[src/rtl/mod16_down_counter.sv]
// Synchronous modulo-MODULUS down counter with parallel load, one-shot stop and
// a combinational borrow (tc) so stages cascade into wider counters and timers.
module mod16_down_counter #(
    parameter int WIDTH   = 4,
    parameter int MODULUS = 16
) (
    input  logic             clk,
    input  logic             rst,
    input  logic             en,
    input  logic             load,
    input  logic [WIDTH-1:0] d,
    input  logic             oneshot,
    output logic [WIDTH-1:0] q,
    output logic             tc,
    output logic             done,
    output logic             dbg_state
);

    // Handshake: none. en and load are level strobes sampled on each falling
    // edge of clk; priority is rst > load > en > hold. tc = en & (q == 0).

    typedef enum logic {
        COUNTING = 1'b0,
        EXPIRED  = 1'b1
    } state_t;

    localparam logic [WIDTH-1:0] MAX_COUNT = WIDTH'(MODULUS - 1);
    localparam logic [WIDTH-1:0] ONE       = WIDTH'(1);

    state_t           r_state;
    logic [WIDTH-1:0] r_q;
    logic             r_done;

    logic             w_zero;
    logic [WIDTH-1:0] w_load_val;

    assign w_zero     = (r_q == '0);
    // Out-of-range load values saturate so q never leaves 0..MODULUS-1.
    assign w_load_val = (d > MAX_COUNT) ? MAX_COUNT : d;

    always_ff @(negedge clk) begin
        if (rst) begin
            r_q     <= MAX_COUNT;
            r_state <= COUNTING;
            r_done  <= 1'b0;
        end else if (load) begin
            r_q     <= w_load_val;
            r_state <= COUNTING;
            r_done  <= 1'b0;
        end else if (en) begin
            if (!w_zero) begin
                r_q <= r_q - ONE;
            end else if (oneshot) begin
                // Stop at zero; done stays set until the next load or reset.
                r_state <= EXPIRED;
                r_done  <= 1'b1;
            end else begin
                r_q <= MAX_COUNT;
            end
        end
    end

    assign q         = r_q;
    assign done      = r_done;
    assign tc        = en & w_zero;
    assign dbg_state = r_state;

endmodule

[config.mk]
export PLATFORM = sky130hd
export DESIGN_NAME = mod16_down_counter
export DESIGN_NICKNAME = d
export VERILOG_FILES = /design/src/rtl/mod16_down_counter.sv
export SDC_FILE = /design/constraint.sdc
export NUM_CORES = 1
export LEC_CHECK = 0
export CAP_MARGIN = 0
export CORE_AREA = 2 2 39 41
export CTS_CLUSTER_SIZE = 20
export DETAILED_ROUTE_END_ITERATION = 7
export DIE_AREA = 0 0 41 43
export GPL_ROUTABILITY_DRIVEN = 0
export HOLD_SLACK_MARGIN = 0.03
export SLEW_MARGIN = 20
export SYNTH_ARGS = -nofsm -noshare
export SYNTH_HDL_FRONTEND = slang
export SYNTH_SLANG_ARGS = --single-unit
export TNS_END_PERCENT = 50
[constraint.sdc]
create_clock -name clk -period 1.8 [get_ports clk]
set_input_delay 0.45 -clock clk [delete_from_list [all_inputs] [get_ports clk]]
set_output_delay 0.45 -clock clk [all_outputs]
set_load 0.02 [all_outputs]
==> results of run 1 <==
-- cells in the mapped netlist --
| cell type | n | area [um2] |
|---|---|---|
| buf_4 | 1 | 7.51 |
| or3_1 | 1 | 6.26 |
| o31ai_4 | 1 | 21.3 |
| o21bai_1 | 1 | 7.51 |
| o221a_1 | 1 | 11.3 |
| nand2_1 | 4 | 15.0 |
| mux2_4 | 1 | 15.0 |
| dfxtp_1 | 5 | 100 |
| a21oi_1 | 3 | 15.0 |
| o21ai_2 | 1 | 8.76 |
| nor2_1 | 3 | 11.3 |
| buf_2 | 1 | 5.00 |
| inv_1 | 4 | 15.0 |
| a221oi_1 | 1 | 8.76 |
| o21ai_0 | 1 | 5.00 |
| o22a_1 | 1 | 8.76 |
| nor3_1 | 3 | 15.0 |
| a211o_1 | 2 | 17.5 |
| nand2b_1 | 1 | 6.26 |
| ha_1 | 1 | 12.5 |
-- path summary, 6_finish.rpt --
check / slack (ns) / cells past startpoint / from / end
worst min-delay path: 0.54 / 2 / done / done
worst max-delay path: -0.74 / 5 / q[0] / tc
worst min register to register: 0.54 / 2 / done / done
worst max register to register: 0.25 / 8 / q[0] / q[1]
-- worst max-delay path: cells and delay by family, from the launching register on --
family        cells  cell delay, ns
flops             1            0.34
buf+inv           2            0.20
simple gates      2            0.20
fa+ha+maj         1            0.14
-- cell type report --
cell class | instances | share of cell area
multi-input combinational | 26 | 0.322
timing repair buffer | 32 | 0.407
clock buffer | 3 | 0.0315
inverter | 3 | 0.0227
tap | 16 | 0.0280
clock inverter | 6 | 0.0315
sequential | 5 | 0.157
-- routing by layer --
layer	global-route usage	vias up	share of wire
li1	-	210	-
met1	0.181	169	0.46
met2	0.191	11	0.48
met3	0.0785	0	0.059
met4	0.0933	0	0
met5	0	-	0
-- cells by family after synthesis --
kind of cell	after synthesis	synth area share
compound gates	12	0.332
fa+ha+maj	1	0.0400
buf+inv	6	0.0880
flops	5	0.320
mux	1	0.0480
simple gates	12	0.172
-- per-stage QoR --
step / utilization / std cells / setup TNS, ns
global route: 0.517 / 91 / -4.49
CTS: 0.507 / 91 / -4.10
finish: 0.517 / 91 / -4.02
floorplan: - / 37 / -1.89
detailed placement: 0.424 / 76 / -8.36
global placement: 0.424 / 76 / -8.25
-- power by group --
| part | switching [mW] | internal (mW) |
|---|---|---|
| Sequential | 0.00942 | 0.119 |
| Combinational | 0.0534 | 0.0727 |
| Clock | 0.0759 | 0.0935 |
| Total | 0.139 | 0.285 |
-- sequential cells by signal, summed over array words and instances, names as in the netlist --
register and cells:
q 4, done 1
-- cells in the final DEF (no fill, tap or decap), types with 2 or more instances in the layout --
| master | synthesis | final |
|---|---|---|
| nor3_1 | 3 | 2 |
| nor2_1 | 3 | 3 |
| clkdlybuf4s50_1 | 0 | 4 |
| dlygate4sd2_1 | 0 | 2 |
| clkbuf_4 | 0 | 3 |
| buf_6 | 0 | 11 |
| inv_4 | 0 | 2 |
| a21oi_1 | 3 | 2 |
| a211o_1 | 2 | 2 |
| dfxtp_4 | 0 | 3 |
| nand2_1 | 4 | 2 |
| buf_4 | 1 | 14 |
| inv_1 | 4 | 7 |
-- timing repair --
item / in CTS / in global routing
buffers inserted: 7 / 0
gates resized for setup: 60 / 4
setup endpoints to repair: 12 / 12
cloned: 0 / 0
pin swaps: 2 / 1
==> impl_metrics.ini, run 1 <==
[floorplan]
io_pins = 16
fp.dieArea_um2 = 1760
rows = 14
initial_core_util = 0.226
die_w_um = 41
die_h_um = 43
core_um2 = 1380

[sta]
drv_slew = 0
setup_viol = 12
setup_ws_ns = -0.743
skew_ns = 0.00167
tightest_slew_ns = 0.272
final_hold_viol_count = 0
rsz0062_at_grt = yes
max_slew_margin = 0.819
whs_ns = 0.538

[synth]
ys_seq_area_frac = 0.320
ys_ff_latch = 5
synth_area_um2 = 313
syn_nets = 47
synthCells = 37
ys_warn_count = 0
syn_area_per_cell_um2 = 8.45
synth_cell_types = 20

[cells_and_area]
drive_above_1_share = 0.587
fin_nets = 86
fillers = 152
area_growth_pct = 129
seqCellArea_um2 = 113
diodes = 0
postLayoutCellArea_um2 = 716
multiInputGateArea_um2 = 230

[critical_path]
end_kind = output pin
cp_data_required_time_ns = 1.35
start_kind = flop
cpMaxStageDelayCell = dfxtp_4
critical_path_class = reg2out
critPathArrivalTime_ns = 2.09
cpPeakStageDelay_ns = 0.34
worst-path-max-fanout = 2
cp_cell_sequence = inv_4 -> ha_4 -> nand2_4 -> nor3_4 -> buf_6

[clock_network]
root_buffer = clkbuf_4
hold_buffers = 0
tritoncts = yes
clock_sinks = 5
clk_latency_ns = 0.30
cts.clk_slew.worst_paths_ns = 0.03
cts_buffers = 3
htree_levels = 1
cts_buffer_depth = 2

[placed_design]
dpl-instance-area_um2 = 587
dp_hpwl_um = 737
place.port_buffers = 15
pre_cts_slack_ns = -0.948

[min_path]
min_path_type = reg2reg

[run_status]
status = finished with violations
violations = negative setup slack

[global_route]
grt_usage = 0.147
overflow = 0
grt_max_degree = 9
grt_pass1_vias = 401
grt_pass1_wl_um = 1680
antenna_found_initial = 0

[power]
power_uw = 424
p_per_area_nw_per_um2 = 592
leakage_nw = 0.361
peakVddDrop_uv = 394

[detailed_routing]
drt_pass1_iterations = 2
drt_iter0_drc = 1
wl_um = 1060
via_per_inst = 4.29
wl_per_cell_um = 11.6
ant_nets = 0
vias = 390
drcViolationCount = 0

[job]
drv_cap = 0
(Power assumes the default switching activity.)
==> run 2, diff against run 1 <==
--- a/config.mk
+++ b/config.mk
@@ -12,7 +12,7 @@
 export DIE_AREA = 0 0 41 43
 export GPL_ROUTABILITY_DRIVEN = 0
 export HOLD_SLACK_MARGIN = 0.03
-export SLEW_MARGIN = 20
+export SLEW_MARGIN = 15
 export SYNTH_ARGS = -nofsm -noshare
 export SYNTH_HDL_FRONTEND = slang
 export SYNTH_SLANG_ARGS = --single-unit
==> results of run 2 <==
The final DEF is identical to that of run 1; final timing and power are the same.
